`src/rtl/vermi_uart_tx_pkg.sv`:
```
// vermi_uart_pkg: shared types and register map for the Vermibus UART transmitter
package vermi_uart_pkg;
  typedef enum logic [1:0] {IDLE = 2'd0, START = 2'd1, DATA = 2'd2, STOP = 2'd3} tx_state_t;
  localparam logic [1:0] REG_DATA = 2'd0;
  localparam logic [1:0] REG_STATUS = 2'd1;
  localparam logic [1:0] REG_CONTROL = 2'd2;
  localparam int ST_IDLE = 0;
  localparam int ST_FULL = 1;
  localparam int ST_COUNT = 8;
endpackage

```
`src/rtl/vermi_uart_tx_if.sv`:
```
// Vermibus: CPU data bus carrying clock, reset and a single-beat read/write handshake
interface Vermibus;
  logic clk;
  logic reset;
  logic valid;
  logic [31:0] address;
  logic [3:0] wstrobe;
  logic [31:0] wdata;
  logic [31:0] rdata;
  logic ready;
  logic irq;
  modport master (input clk, reset, rdata, ready, irq, output valid, address, wstrobe, wdata);
  modport read_write_response (input clk, reset, valid, address, wstrobe, wdata, output rdata, ready, irq);
endinterface

```
`src/rtl/vermi_uart_tx_fifo.sv`:
```
// vermififo: show-ahead synchronous FIFO with occupancy count and async reset
module vermififo #(
  parameter int WIDTH = 8,
  parameter int DEPTH = 16
) (
  input  logic                     clk,
  input  logic                     rst,
  input  logic                     push,
  input  logic                     pop,
  input  logic [WIDTH-1:0]         wdata,
  output logic [WIDTH-1:0]         rdata,
  output logic                     full,
  output logic                     empty,
  output logic [$clog2(DEPTH):0]   count
);
  localparam int AW = $clog2(DEPTH);
  logic [WIDTH-1:0] mem [DEPTH];
  logic [AW-1:0] wp, rp;
  logic do_push, do_pop;
  assign full = count == (AW+1)'(DEPTH);
  assign empty = count == '0;
  assign do_push = push && !full;
  assign do_pop = pop && !empty;
  assign rdata = mem[rp];
  // storage is written without reset; only pointers define validity
  always_ff @(posedge clk) if (do_push) mem[wp] <= wdata;
  // pointers wrap naturally at the power-of-two depth
  always_ff @(posedge clk or posedge rst) begin
    if (rst) begin
      wp <= '0;
      rp <= '0;
      count <= '0;
    end else begin
      wp <= wp + AW'(do_push);
      rp <= rp + AW'(do_pop);
      count <= count + (AW+1)'(do_push) - (AW+1)'(do_pop);
    end
  end
endmodule

```
`src/rtl/vermi_uart_tx.sv`:
```
// vermi_uart_tx: Vermibus responder sending buffered bytes as 8N1 serial on txd
module vermi_uart_tx
  import vermi_uart_pkg::*;
#(
  parameter int DIVISOR = 868,
  parameter int FIFO_DEPTH = 16
) (
  Vermibus.read_write_response bus,
  output logic txd
);
  localparam int CW = $clog2(DIVISOR);
  localparam int AW = $clog2(FIFO_DEPTH);
  localparam logic [CW-1:0] BAUD_MAX = CW'(DIVISOR - 1);
  tx_state_t state;
  logic [CW-1:0] baud;
  logic [2:0] bit_cnt;
  logic [7:0] sh, fifo_q;
  logic [AW:0] count;
  logic [1:0] sel;
  logic [31:0] status;
  logic push, pop, full, empty, idle, bit_end, irq_en, unused_ok;
  assign sel = bus.address[3:2];
  assign unused_ok = ^{bus.address[31:4], bus.address[1:0], bus.wdata[31:8]};
  assign bus.ready = !(bus.valid && sel == REG_DATA && bus.wstrobe[0] && full);
  assign push = bus.valid && bus.ready && sel == REG_DATA && bus.wstrobe[0];
  assign idle = empty && state == IDLE;
  assign bit_end = baud == BAUD_MAX;
  assign pop = !empty && (state == IDLE || (state == STOP && bit_end));
  assign status = (32'(count) << ST_COUNT) | (32'(full) << ST_FULL) | (32'(idle) << ST_IDLE);
  assign bus.rdata = (sel == REG_DATA || sel == REG_STATUS) ? status :
                     sel == REG_CONTROL ? {31'b0, irq_en} : '0;
  vermififo #(.WIDTH(8), .DEPTH(FIFO_DEPTH)) u_fifo (
    .clk(bus.clk), .rst(bus.reset), .push(push), .pop(pop), .wdata(bus.wdata[7:0]),
    .rdata(fifo_q), .full(full), .empty(empty), .count(count)
  );
  // CONTROL register and the registered drain interrupt
  always_ff @(posedge bus.clk or posedge bus.reset) begin
    if (bus.reset) begin
      irq_en <= 1'b0;
      bus.irq <= 1'b0;
    end else begin
      if (bus.valid && sel == REG_CONTROL && bus.wstrobe[0]) irq_en <= bus.wdata[0];
      bus.irq <= irq_en && idle;
    end
  end
  // frame sequencer; a stop bit chains straight into the next start when data waits
  always_ff @(posedge bus.clk or posedge bus.reset) begin
    if (bus.reset) begin
      state <= IDLE;
      baud <= '0;
      bit_cnt <= '0;
      sh <= '0;
      txd <= 1'b1;
    end else begin
      case (state)
        IDLE: if (!empty) begin
          sh <= fifo_q;
          bit_cnt <= '0;
          baud <= '0;
          txd <= 1'b0;
          state <= START;
        end
        START: if (bit_end) begin
          baud <= '0;
          txd <= sh[0];
          state <= DATA;
        end else baud <= baud + 1'b1;
        DATA: if (bit_end) begin
          baud <= '0;
          if (bit_cnt == 3'd7) begin
            txd <= 1'b1;
            state <= STOP;
          end else begin
            sh <= sh >> 1;
            txd <= sh[1];
            bit_cnt <= bit_cnt + 1'b1;
          end
        end else baud <= baud + 1'b1;
        STOP: if (bit_end) begin
          baud <= '0;
          if (!empty) begin
            sh <= fifo_q;
            bit_cnt <= '0;
            txd <= 1'b0;
            state <= START;
          end else state <= IDLE;
        end else baud <= baud + 1'b1;
        default: state <= IDLE;
      endcase
    end
  end
endmodule

```
`src/flat_wrapper.sv`:
```
// flat-port wrapper written by rule: the top's interface ports become plain ports
module vermi_uart_tx_flat import vermi_uart_pkg::*;
#(
  parameter int DIVISOR = 868,
  parameter int FIFO_DEPTH = 16
)
  (txd, bus_clk, bus_reset, bus_valid, bus_address, bus_wstrobe, bus_wdata, bus_rdata, bus_ready, bus_irq);
  Vermibus bus_i ();
  output logic txd;
  input wire logic [$bits(bus_i.clk)-1:0] bus_clk;
  input wire logic [$bits(bus_i.reset)-1:0] bus_reset;
  input wire logic [$bits(bus_i.valid)-1:0] bus_valid;
  input wire logic [$bits(bus_i.address)-1:0] bus_address;
  input wire logic [$bits(bus_i.wstrobe)-1:0] bus_wstrobe;
  input wire logic [$bits(bus_i.wdata)-1:0] bus_wdata;
  output wire logic [$bits(bus_i.rdata)-1:0] bus_rdata;
  output wire logic [$bits(bus_i.ready)-1:0] bus_ready;
  output wire logic [$bits(bus_i.irq)-1:0] bus_irq;
  assign bus_i.clk = bus_clk;
  assign bus_i.reset = bus_reset;
  assign bus_i.valid = bus_valid;
  assign bus_i.address = bus_address;
  assign bus_i.wstrobe = bus_wstrobe;
  assign bus_i.wdata = bus_wdata;
  assign bus_rdata = bus_i.rdata;
  assign bus_ready = bus_i.ready;
  assign bus_irq = bus_i.irq;
  vermi_uart_tx #(.DIVISOR(DIVISOR), .FIFO_DEPTH(FIFO_DEPTH)) u_core (.bus(bus_i), .txd(txd));
endmodule
```
`config.mk`:
```
export PLATFORM = sky130hd
export DESIGN_NAME = vermi_uart_tx_flat
export DESIGN_NICKNAME = d
export VERILOG_FILES = /design/src/rtl/vermi_uart_tx_pkg.sv /design/src/rtl/vermi_uart_tx_if.sv /design/src/rtl/vermi_uart_tx_fifo.sv /design/src/rtl/vermi_uart_tx.sv /design/src/flat_wrapper.sv
export SDC_FILE = /design/constraint.sdc
export NUM_CORES = 1
export LEC_CHECK = 0
export CAP_MARGIN = 20
export CORE_ASPECT_RATIO = 0.7
export CORE_MARGIN = 3
export CORE_UTILIZATION = 59
export CTS_CLUSTER_DIAMETER = 80
export DETAILED_ROUTE_END_ITERATION = 16
export GPL_TIMING_DRIVEN = 0
export PLACE_DENSITY = 0.85
export SYNTH_ARGS = -nofsm -noshare
export SYNTH_HDL_FRONTEND = slang
export SYNTH_HIERARCHICAL = 1
export SYNTH_SLANG_ARGS = --single-unit
```
`constraint.sdc`:
```
create_clock -name bus_clk -period 4.7 [get_ports bus_clk]
set_input_delay 0.47 -clock bus_clk [delete_from_list [all_inputs] [get_ports bus_clk]]
set_output_delay 0.47 -clock bus_clk [all_outputs]
set_load 0.03 [all_outputs]
```
==> results.cfg, run 1 <==
[worst_setup_path]
cp_top_family = buffers and inverters
r2r-start = u_core/u_fifo/count[2]
rr_worst_depth = 15
cp_max_fo = 6
cp-start-kind = register
critical_path_buf_inv_count = 3
r2r_slack_ns = 1.29
crit_slowest_cell = clkdlybuf4s50_1
critPathKind = reg2out
crit_chain = inv_1, ha_1, nor4b_1, clkdlybuf4s15_2, nand2_1, o22ai_1, clkdlybuf4s50_1
crit_required_ns = 4.23
r2r_end = u_core/u_fifo/count[4]
end_kind = output pin
critical-path-max-stage-delay_ns = 0.69
arrival_ns = 3.15

[sta]
hold_viol = 0
whs_ns = 0.298
tns_ns = 0
fin_crit_sh_pct = 77.0
setup_viol = 0
timing.fmax_mhz = 276
worst_pin_slew_ns = 0.884
layout_min_cycle_time_ns = 3.62
grt_setup_unrepaired = no
final_max_slew_viol_count = 0
skew_ns = 0.00874
slew_headroom_pct = 40.9

[yosys]
netlist-cell-type-count = 58
synth_area_leaders = edfxtp_1 (51%), dfrtp_1 (13%), mux4_2 (4.8%)
synth-seq-area-share_pct = 64.1
synthesis.area_mm2 = 0.00752
yosysMostFrequentCell = edfxtp_1
yosys_warnings = 6
synth_edf_count = 128
yosys.area.top_type = edfxtp_1
synthArstFlopShare_pct = 23.4
syn_area_per_cell_um2 = 15.3
synth_top_cell_area_share_pct = 51.1
synth_seq_cells = 167
synth_cells = 493
synthFlopType = edfxtp_1
yosys-top-cells-count = edfxtp_1 (128), dfrtp_1 (38), mux2i_1 (32), buf_4 (27), nand2_1 (26)

[die]
initial_core_util_pct = 62.4
die_w_um = 141
dieArea_mm2 = 0.0142
ioPinCount = 106
die-height_um = 100
core-area_mm2 = 0.0121
num_rows = 33

[run]
maxCapViolCount = 0

[power_and_ir_drop]
p_sw_mw = 0.857
internal_power_mw = 2.60
ir_worst_vdd_v = 0.000298
swShare_pct = 24.8
power_density_mw_per_mm2 = 399
leakagePower_nw = 3.48
p_seq_share_pct = 49.0
combPwrFrac_pct = 10.7
power_frac_clock_pct = 40.3

[drt]
drc_errors = 0
vias_per_cell = 6.14
firstDrtPassIters = 5
ant_nets = 0
drt_iter0_markers = 314
wire_per_inst_um = 21.7
wl_um = 15900
vias = 4501

[clock_tree]
clk_latency_ns = 0.42
hold_buffers = 0
cts_sinks = 167
cts_post_setup_buffers_inserted = 0
clkTransAtPathRegs_ns = 0.07
root_buffer = clkbuf_16
htreeDepth = 4
cts_tree = built
ctsResizeCount = 0
cts_buffer_depth = 2
cts_made_buffers = 17

[global_routing]
grt-ovfl-total = 0
grt_pass1_wl_um = 24900
grt_max_degree = 27
grt_usage_pct = 23.9
grt_pass1_vias = 4448
antenna_found_initial = 0

[hold_path]
worstHoldPathType = in2async

[placement]
gp_congestion = 0.870
postPlaceCellArea_mm2 = 0.00806
hpwlAfterDp_um = 10900
io_buffers = 22

[layout]
finalNetCount = 654
final_util_pct = 71.9
syn_to_final_growth_pct = 15.4
num_antenna_cells = 0
final_layout_size_suffix_gt1_share_pct = 20.8
fillers = 717
stdcell_area_mm2 = 0.00867

[outcome]
status = complete, no violations
per-stage QoR:
step                total power, mW  worst slack [ns]  instances
floorplan                      1.97              1.86        517
global placement               2.06              1.16        696
detailed placement             2.09              1.41        700
CTS                            3.48              1.15        732
global route                   3.59             0.976        733
finish                         3.46              1.08        733
final cells by class:
type / count / area, µm² / share of cell area [%]
buffer: 47 / 377 / 4.34
clock buffer: 17 / 425 / 4.90
clock inverter: 15 / 166 / 1.92
inverter: 17 / 63.8 / 0.736
multi-input combinational: 286 / 2350 / 27.1
sequential: 167 / 4820 / 55.6
tap: 157 / 196 / 2.26
timing repair buffer: 27 / 277 / 3.19
flip-flops by register name, summed over array words and instances, names as in the netlist:
signal,count
u_core/irq_en,1
u_core/u_fifo/count,5
u_core/sh,8
u_core/state,2
u_core/baud,10
u_core/bus.irq,1
u_core/u_fifo/rp,4
u_core/u_fifo/mem,128
u_core/bit_cnt,3
u_core/txd,1
u_core/u_fifo/wp,4
power groups by stage:
stage | clock network [mW] | logic (mW) | registers, mW
after global routing | 1.48 | 0.405 | 1.70
final | 1.39 | 0.371 | 1.69
after detailed placement | 0 | 0.364 | 1.72
after CTS | 1.41 | 0.369 | 1.69
after global placement | 0 | 0.343 | 1.72
after floorplan | 0 | 0.261 | 1.71
layer usage:
layer | vias to the layer above | track usage, % | routed length, µm
met4 | 0 | 8.19 | 263
li1 | 1974 | - | -
met3 | 29 | 6.92 | 1370
met2 | 210 | 37.3 | 7630
met1 | 2288 | 32.9 | 6660
met5 | - | 0 | 0
worst max path at each step:
stage                                 startpoint  cells past startpoint  slack [ns]                     end
after floorplan           u_core/u_fifo/count[3]                     14        1.86  u_core/u_fifo/count[4]
after global placement    u_core/u_fifo/count[2]                     14        1.16  u_core/u_fifo/count[4]
after detailed placement  u_core/u_fifo/count[2]                     15        1.41  u_core/u_fifo/count[4]
after CTS                 u_core/u_fifo/count[2]                      7        1.15            bus_rdata[0]
after global routing      u_core/u_fifo/count[2]                      7        0.98            bus_rdata[0]
final                     u_core/u_fifo/count[2]                      7        1.08            bus_rdata[0]
layout by cell type (no fill, tap or decap), types with 9 or more instances in the layout:
cell / instances
edfxtp_1: 128
dfrtp_1: 38
mux2i_1: 32
buf_4: 28
nand2_1: 26
conb_1: 25
nor2_1: 23
clkdlybuf4s50_1: 22
o21ai_0: 21
ha_1: 19
clkbuf_16: 17
inv_1: 16
mux4_2: 16
a221oi_1: 14
nand3_1: 9
kinds of logic (layout without fill, tap and decap cells):
group	after synthesis	after routing	share of synthesized area, %
muxes	66	66	12.1
and+or+nand+nor	101	101	7.15
other	1	25	0.0499
buffers and inverters	64	123	5.86
DFF	167	167	64.1
adders and majority gates	20	20	3.43
AOI/OAI and AO/OA	66	66	6.32
xor gates and xnor gates	8	8	0.932
(Power assumes the default switching activity.)
==> run 2, diff against run 1 <==
--- a/config.mk
+++ b/config.mk
@@ -8,11 +8,11 @@
 export CAP_MARGIN = 20
 export CORE_ASPECT_RATIO = 0.7
 export CORE_MARGIN = 3
-export CORE_UTILIZATION = 59
+export CORE_UTILIZATION = 49
 export CTS_CLUSTER_DIAMETER = 80
 export DETAILED_ROUTE_END_ITERATION = 16
 export GPL_TIMING_DRIVEN = 0
-export PLACE_DENSITY = 0.85
+export PLACE_DENSITY = 0.76
 export SYNTH_ARGS = -nofsm -noshare
 export SYNTH_HDL_FRONTEND = slang
 export SYNTH_HIERARCHICAL = 1
==> constraint.sdc (replaced) <==
create_clock -name bus_clk -period 3.3 [get_ports bus_clk]
set_input_delay 0.33 -clock bus_clk [delete_from_list [all_inputs] [get_ports bus_clk]]
set_output_delay 0.33 -clock bus_clk [all_outputs]
set_load 0.03 [all_outputs]
==> run 2 against run 1 <==
- design area grew 0.40%
- non-clock buffer count is the same
- clock skew grew 0.0045 ns
- global-route usage shrank 5.3 points
- utilization shrank 13 points
- sequential power grew 43%
- clock power grew 37%
- highest routed layer unchanged
==> results.cfg, run 2 (same netlist as run 1, synthesis figures left out) <==
[sta]
whs_ns = 0.292
timing.fmax_mhz = 333
layout_min_cycle_time_ns = 3.00
hold_viol = 0
setup_slack_ns = 0.297
final_max_slew_viol_count = 0
fin_crit_sh_pct = 91.0
setup_viol = 0
worst_pin_slew_ns = 0.884
skew_ns = 0.0132
slew_headroom_pct = 40.9
grt_setup_unrepaired = no

[power_and_ir_drop]
swShare_pct = 26.1
power.total_mw = 4.85
p_sw_mw = 1.27
combPwrFrac_pct = 10.6
power_frac_clock_pct = 39.5
ir_worst_vdd_v = 0.000339
internal_power_mw = 3.58
power_density_mw_per_mm2 = 557
p_seq_share_pct = 49.9
leakagePower_nw = 3.47

[layout]
syn_to_final_growth_pct = 15.8
instances_no_fill = 771
fillers = 1098
regMostFlops = u_core/u_fifo/mem
reg.largest.list = u_core/u_fifo/mem (128), u_core/baud (10), u_core/sh (8)
final_common_cell = edfxtp_1
layout_common_cells = edfxtp_1 (128), dfrtp_1 (38), mux2i_1 (32), buf_4 (29), nand2_1 (26)
num_antenna_cells = 0
largest_reg_flops = 128
final_layout_size_suffix_gt1_share_pct = 20.8
multi_input_area_mm2 = 0.00235
finalNetCount = 654
seq_area_mm2 = 0.00482

[die]
die_w_um = 154
ioPinCount = 106
initial_core_util_pct = 50.6
die-height_um = 110
dieArea_mm2 = 0.0169
num_rows = 37
core-area_mm2 = 0.0149

[placement]
hpwlAfterDp_um = 10300
pre_cts_slack_ns = 0.299
placed_cells = 737
io_buffers = 22
gp_congestion = 0.857

[clock_tree]
clkTransAtPathRegs_ns = 0.07
cts_sinks = 167
cts_tree = built
htreeDepth = 4
clk_latency_ns = 0.43
cts_post_setup_buffers_inserted = 0
root_buffer = clkbuf_16
ctsResizeCount = 0
cts_made_buffers = 17
cts_buffer_depth = 2
hold_buffers = 0

[hold_path]
worstHoldPathType = in2async

[drt]
firstDrtPassIters = 5
wl_um = 14900
vias = 4279
vias_per_cell = 5.55
ant_nets = 0
drc_errors = 0
drt_iter0_markers = 450
wire_per_inst_um = 19.3

[worst_setup_path]
arrival_ns = 3.35
crit_required_ns = 3.65
end_kind = register
cp_max_fo = 8
cp-start-kind = register
rr_worst_depth = 14
critPathKind = reg2reg

[global_routing]
antenna_found_initial = 0
grt_pass1_wl_um = 23700
grt_usage_pct = 18.7
grt_max_degree = 27
grt-ovfl-total = 0
grt_pass1_vias = 4265

[run]
maxCapViolCount = 0

[outcome]
status = complete, no violations
-- run 2: changes by cell type in the layout (fill, tap and decap cells not counted), moves of 2 or more --
cell,previous run,this run
bufinv_16,2,0
clkinv_8,0,3
clkinv_2,3,0
inv_8,3,5
-- run 2: metrics by stage --
step / setup TNS [ns] / instance area [µm²] / utilization, %
after global routing: 0 / 8710 / 58.6
after floorplan: 0 / 7610 / -
after CTS: 0 / 8680 / 58.4
final: 0 / 8710 / 58.6
after detailed placement: 0 / 8100 / 54.5
after global placement: -0.0479 / 8070 / 54.3
-- run 2: worst paths after layout --
path                                     startpoint                      to  slack, ns
worst min-delay path                      bus_reset  u_core/u_fifo/count[2]       0.29
min in group bus_clk                 bus_address[3]           u_core/irq_en       0.39
worst max-delay path                 u_core/baud[3]  u_core/u_fifo/count[4]       0.30
max in group asynchronous                 bus_reset              u_core/txd       2.42
worst min register to register  u_core/u_fifo/rp[0]     u_core/u_fifo/rp[0]       0.51
worst max register to register       u_core/baud[3]  u_core/u_fifo/count[4]       0.30
-- run 2: worst max-delay path, stage by stage, from the launching register on --
cell,delay (ns)
dfrtp_1,0.46
or3b_2,0.52
nor3_1,0.22
a21oi_1,0.11
nor2_1,0.09
nor2b_1,0.19
ha_1,0.25
inv_1,0.05
ha_1,0.16
inv_1,0.06
fa_1,0.40
inv_1,0.07
a21oi_1,0.06
o21bai_1,0.15
xnor2_1,0.13
-- run 2: final cells by class --
cell class	count	share of cell area, %
plain buffers	47	4.32
multi-input cells	286	27.0
inverters	17	0.733
well taps	195	2.80
clock buffers	18	4.93
repair buffers	27	3.05
flip-flops and latches	167	55.4
clock inverters	14	1.78
-- run 2: routing by layer --
metal  global-route usage (%)  vias up  wire (µm)
li1                         -     1961          -
met1                     27.2     2125       6810
met2                     28.7      183       6770
met3                     4.48       10       1200
met4                     4.66        0        118
met5                        0        -          0
-- run 2: power groups by stage --
| stage | clock (mW) | sequential (mW) | combinational, mW |
|---|---|---|---|
| global placement | 0 | 2.45 | 0.489 |
| global route | 2.05 | 2.43 | 0.573 |
| CTS | 1.95 | 2.42 | 0.512 |
| finish | 1.91 | 2.42 | 0.514 |
| detailed placement | 0 | 2.46 | 0.511 |
| floorplan | 0 | 2.44 | 0.371 |
==> run 3, diff against run 2 <==
--- a/config.mk
+++ b/config.mk
@@ -8,11 +8,12 @@
 export CAP_MARGIN = 20
 export CORE_ASPECT_RATIO = 0.7
 export CORE_MARGIN = 3
-export CORE_UTILIZATION = 49
+export CORE_UTILIZATION = 59
 export CTS_CLUSTER_DIAMETER = 80
 export DETAILED_ROUTE_END_ITERATION = 16
 export GPL_TIMING_DRIVEN = 0
-export PLACE_DENSITY = 0.76
+export PLACE_DENSITY = 0.85
+export RECOVER_POWER = 50
 export SYNTH_ARGS = -nofsm -noshare
 export SYNTH_HDL_FRONTEND = slang
 export SYNTH_HIERARCHICAL = 1
==> constraint.sdc (replaced) <==
create_clock -name bus_clk -period 3.7 [get_ports bus_clk]
set_input_delay 0.37 -clock bus_clk [delete_from_list [all_inputs] [get_ports bus_clk]]
set_output_delay 0.37 -clock bus_clk [all_outputs]
set_load 0.03 [all_outputs]
==> run 3 against run 2 <==
- wire length increased by 6.4%
- first-iteration DRC count decreased by 26%
- flip-flop and latch count unchanged
- register-to-register slack about the same
- count of clock-buffer cells in the layout decreased by 1
- global-route usage increased by 5.3 points
- worst setup slack got worse by 0.091 ns
- critical path depth is 7 lower
- utilization grew 13 points
- critical path type is now reg2out
- non-clock buffer count stayed put
- cell count decreased by 4.9%
==> results.cfg, run 3 (same netlist as run 1, synthesis figures left out) <==
[sta]
setup_slack_ns = 0.205
tns_ns = 0
whs_ns = 0.287
hold_viol = 0
setup_viol = 0
timing.fmax_mhz = 286
layout_min_cycle_time_ns = 3.49
fin_crit_sh_pct = 94.5
grt_setup_unrepaired = no
final_max_slew_viol_count = 0
skew_ns = 0.00839
slew_headroom_pct = 13.7
worst_pin_slew_ns = 1.29

[placement]
hpwlAfterDp_um = 10900
pre_cts_slack_ns = 0.411
gp_congestion = 0.870
io_buffers = 22

[die]
num_rows = 33
dieArea_mm2 = 0.0142
initial_core_util_pct = 62.4
core-area_mm2 = 0.0121
ioPinCount = 106
die-height_um = 100
die_w_um = 141

[global_routing]
grt_usage_pct = 23.9
grt-ovfl-total = 0
grt_pass1_vias = 4448
grt_pass1_wl_um = 24900
antenna_found_initial = 0
grt_max_degree = 27

[clock_tree]
root_buffer = clkbuf_16
cts_buffer_depth = 2
hold_buffers = 0
htreeDepth = 4
ctsResizeCount = 0
clkTransAtPathRegs_ns = 0.07
cts_sinks = 167
cts_tree = built
cts_post_setup_buffers_inserted = 0
clk_latency_ns = 0.42
cts_made_buffers = 17

[layout]
layout_common_cells = edfxtp_1 (128), dfrtp_1 (38), mux2i_1 (32), buf_4 (28), nand2_1 (26)
final_util_pct = 71.8
largest_reg_flops = 128
finalNetCount = 654
reg.largest.list = u_core/u_fifo/mem (128), u_core/baud (10), u_core/sh (8)
syn_to_final_growth_pct = 15.0
regMostFlops = u_core/u_fifo/mem
final_layout_size_suffix_gt1_share_pct = 20.5
final_common_cell = edfxtp_1
fillers = 719
num_antenna_cells = 0

[worst_setup_path]
arrival_ns = 3.12
critical-path-max-stage-delay_ns = 0.69
crit_slowest_cell = clkdlybuf4s50_1
crit_required_ns = 3.33
crit_chain = inv_1, ha_1, nor4b_1, clkdlybuf4s15_2, nand2_1, o22ai_1, clkdlybuf4s50_1
end_kind = output pin
critPathKind = reg2out
cp_max_fo = 6
cp-start-kind = register

[drt]
top_layer_used = met4
drt_iter0_markers = 331
wl_met2_um = 7650
ant_nets = 0
wl_met3_um = 1610
wire_per_inst_um = 21.6
firstDrtPassIters = 5
wl_um = 15900
vias = 4470
drc_errors = 0
drt-met1-wl_um = 6350
vias_per_cell = 6.10

[power_and_ir_drop]
leakagePower_nw = 3.48
ir_worst_vdd_v = 0.000379
combPwrFrac_pct = 10.6
power.total_mw = 4.38
power_frac_clock_pct = 40.3
p_sw_mw = 1.09
p_seq_share_pct = 49.1
internal_power_mw = 3.30
power_density_mw_per_mm2 = 507
swShare_pct = 24.8

[hold_path]
worstHoldPathType = in2async

[run]
maxCapViolCount = 0

[outcome]
status = complete, no violations
[run 3: worst paths after layout]
path	from	end	slack (ns)	cells past startpoint
worst max-delay path	u_core/u_fifo/count[2]	bus_rdata[0]	0.21	7
worst min register to register	u_core/sh[2]	u_core/sh[2]	0.52	1
max in group asynchronous	bus_reset	u_core/sh[3]	1.99	3
worst max register to register	u_core/u_fifo/count[2]	u_core/u_fifo/count[4]	0.29	15
min in group bus_clk	bus_address[3]	u_core/irq_en	0.42	3
worst min-delay path	bus_reset	u_core/state[1]	0.29	2
[run 3: layout make-up]
type / count / area (µm²) / share of cell area [%]
Multi-Input combinational cell: 286 / 2350 / 27.1
Inverter: 17 / 63.8 / 0.738
Buffer: 47 / 377 / 4.35
Sequential cell: 167 / 4820 / 55.7
Clock buffer: 17 / 425 / 4.92
Clock inverter: 15 / 166 / 1.92
Timing Repair Buffer: 27 / 253 / 2.92
Tap cell: 157 / 196 / 2.27
[run 3: layer usage]
| layer | track usage, % | vias to the layer above |
|---|---|---|
| met4 | 8.19 | 0 |
| li1 | - | 1974 |
| met3 | 6.92 | 26 |
| met2 | 37.3 | 218 |
| met5 | 0 | - |
| met1 | 32.9 | 2252 |
[run 3: worst max-delay path, delay by kind of cell (launching register included)]
family                     cells  cell delay [ns]
buffers and inverters          3             1.17
and+or+nand+nor                2             0.78
adders and majority gates      1             0.17
AOI/OAI and AO/OA              1             0.18
DFF                            1             0.40
[run 3: power groups by stage]
| stage | sequential, mW | clock [mW] | combinational [mW] |
|---|---|---|---|
| floorplan | 2.17 | 0 | 0.331 |
| global placement | 2.18 | 0 | 0.436 |
| detailed placement | 2.19 | 0 | 0.462 |
| CTS | 2.15 | 1.80 | 0.468 |
| global route | 2.16 | 1.88 | 0.510 |
| finish | 2.15 | 1.77 | 0.465 |
[run 3: per-stage QoR]
step / cells / cell area (µm²)
finish: 733 / 8650
global route: 733 / 8650
CTS: 732 / 8650
detailed placement: 700 / 8060
global placement: 696 / 8030
floorplan: 517 / 7610
==> variant: new RTL, flow settings as in run 1 <==
Put one more register stage on the output `txd`, with the module's reset. The value now appears one clock later. The other outputs are not delayed to match.
--- a/src/rtl/vermi_uart_tx.sv
+++ b/src/rtl/vermi_uart_tx.sv
@@ -12,4 +12,6 @@
   localparam int AW = $clog2(FIFO_DEPTH);
   localparam logic [CW-1:0] BAUD_MAX = CW'(DIVISOR - 1);
+
+  logic txd_s0;
   tx_state_t state;
   logic [CW-1:0] baud;
@@ -51,5 +53,5 @@
       bit_cnt <= '0;
       sh <= '0;
-      txd <= 1'b1;
+      txd_s0 <= 1'b1;
     end else begin
       case (state)
@@ -58,10 +60,10 @@
           bit_cnt <= '0;
           baud <= '0;
-          txd <= 1'b0;
+          txd_s0 <= 1'b0;
           state <= START;
         end
         START: if (bit_end) begin
           baud <= '0;
-          txd <= sh[0];
+          txd_s0 <= sh[0];
           state <= DATA;
         end else baud <= baud + 1'b1;
@@ -69,9 +71,9 @@
           baud <= '0;
           if (bit_cnt == 3'd7) begin
-            txd <= 1'b1;
+            txd_s0 <= 1'b1;
             state <= STOP;
           end else begin
             sh <= sh >> 1;
-            txd <= sh[1];
+            txd_s0 <= sh[1];
             bit_cnt <= bit_cnt + 1'b1;
           end
@@ -82,5 +84,5 @@
             sh <= fifo_q;
             bit_cnt <= '0;
-            txd <= 1'b0;
+            txd_s0 <= 1'b0;
             state <= START;
           end else state <= IDLE;
@@ -90,4 +92,12 @@
     end
   end
+  always_ff @(posedge bus.clk or posedge bus.reset) begin
+    if (bus.reset) begin
+      txd <= '0;
+    end else begin
+      txd <= txd_s0;
+    end
+  end
+
 endmodule
 
Check against the original RTL: not equivalent (Yosys sat finds a counterexample within 4 cycles, from zero or initial values and one cycle with bus_reset high).
==> variant against run 1 <==
Design area is essentially flat. Power fell by 0.75%. Worst setup slack improved by 0.19 ns. Area after synthesis grew 0.33%. Routed wire length fell by 2.4%. Critical path depth unchanged. Sequential cell count rose by 1. Critical endpoint unchanged.
==> variant: results <==
# TYPE chip_impl_metric gauge
chip_impl_info{name="outcome",value="completed"} 1
chip_impl_metric{name="yosys.area_share.adder",unit="%"} 3.42
chip_impl_info{name="commonest_cells_in_the_synthesized_netlist",value="sky130_fd_sc_hd__edfxtp_1 (128), sky130_fd_sc_hd__dfrtp_1 (39), sky130_fd_sc_hd__mux2i_1 (32), sky130_fd_sc_hd__buf_4 (27), sky130_fd_sc_hd__nand2_1 (26)"} 1
chip_impl_metric{name="dp_worst_setup_slack",unit="ns"} 1.48
chip_impl_metric{name="timing.critical_path.arrival",unit="ns"} 2.96
chip_impl_metric{name="layout.filler_cells",unit=""} 742
chip_impl_metric{name="net_total_in_the_final_layout",unit=""} 655
chip_impl_metric{name="synth-compound-area-share",unit="%"} 6.30
chip_impl_metric{name="seq_area_frac_synth",unit="%"} 64.2
chip_impl_metric{name="synth.mux.area_fraction",unit="%"} 12.1
chip_impl_metric{name="leakagePower",unit="µW"} 0.00349
chip_impl_metric{name="achievable-frequency",unit="GHz"} 0.291
chip_impl_metric{name="drt_first_iter_violations",unit=""} 360
chip_impl_metric{name="hpwlAfterDp",unit="µm"} 10500
chip_impl_metric{name="maximum_number_of_pins_on_one_net_before_global_route_repair",unit=""} 28
chip_impl_metric{name="syn_warnings",unit=""} 6
chip_impl_metric{name="vdd_ir_drop_max",unit="µV"} 482
chip_impl_metric{name="crit_path_max_fanout",unit=""} 7
chip_impl_metric{name="via_per_inst",unit=""} 6.01
chip_impl_metric{name="placement.cell_area",unit="mm²"} 0.00808
chip_impl_metric{name="drive_gt1_share",unit="%"} 20.6
chip_impl_metric{name="all_layer_gr_usage",unit="%"} 23.1
chip_impl_metric{name="place.gp.congestion",unit=""} 0.907
chip_impl_metric{name="synth.ff_latch_count",unit=""} 168
chip_impl_metric{name="slew-limit-headroom",unit="%"} 36.1
-- variant: changes by cell type after synthesis --
| cell | change |
|---|---|
| sky130_fd_sc_hd__dfrtp_1 | +1 |
-- variant: through the flow --
| stage | hold WS (ns) | instances | utilization [%] | total power [µW] |
|---|---|---|---|---|
| 4_1_cts | 0.406 | 733 | 71.6 | 3450 |
| 3_3_place_gp | 0.396 | 697 | 66.6 | 2070 |
| 3_5_place_dp | 0.401 | 701 | 66.8 | 2090 |
| 6_report | 0.402 | 734 | 71.8 | 3430 |
| 5_1_grt | 0.410 | 734 | 71.8 | 3560 |
| 2_1_floorplan | 0.347 | 518 | - | 1980 |
-- variant: power by group --
part | switching (µW) | internal (µW)
combinational | 209 | 153
clock | 611 | 753
sequential | 46.8 | 1660
-- variant: final cells by class --
type	count	area [µm²]	area share, %
flip-flops and latches	168	4850	55.8
multi-input cells	286	2350	27.0
clock buffers	17	425	4.90
plain buffers	47	377	4.34
repair buffers	27	265	3.06
well taps	157	196	2.26
clock inverters	15	160	1.84
inverters	17	63.8	0.735
-- variant: worst max-delay path by stage --
stage	depth (start not counted)	to
3_5_place_dp	14	u_core/u_fifo/count[4]$_DFF_PP0_
2_1_floorplan	14	u_core/u_fifo/count[4]$_DFF_PP0_
3_3_place_gp	14	u_core/u_fifo/count[4]$_DFF_PP0_
5_1_grt	7	bus_rdata[0]
6_report	7	bus_rdata[0]
4_1_cts	7	bus_rdata[0]
-- variant: layer usage --
metal | up-vias | GRT usage, % | share of wire [%]
li1 | 1974 | - | -
met1 | 2231 | 34.6 | 43
met2 | 189 | 34.4 | 47
met3 | 20 | 4.46 | 7.9
met4 | 0 | 8.12 | 1.4
met5 | - | 0 | 0
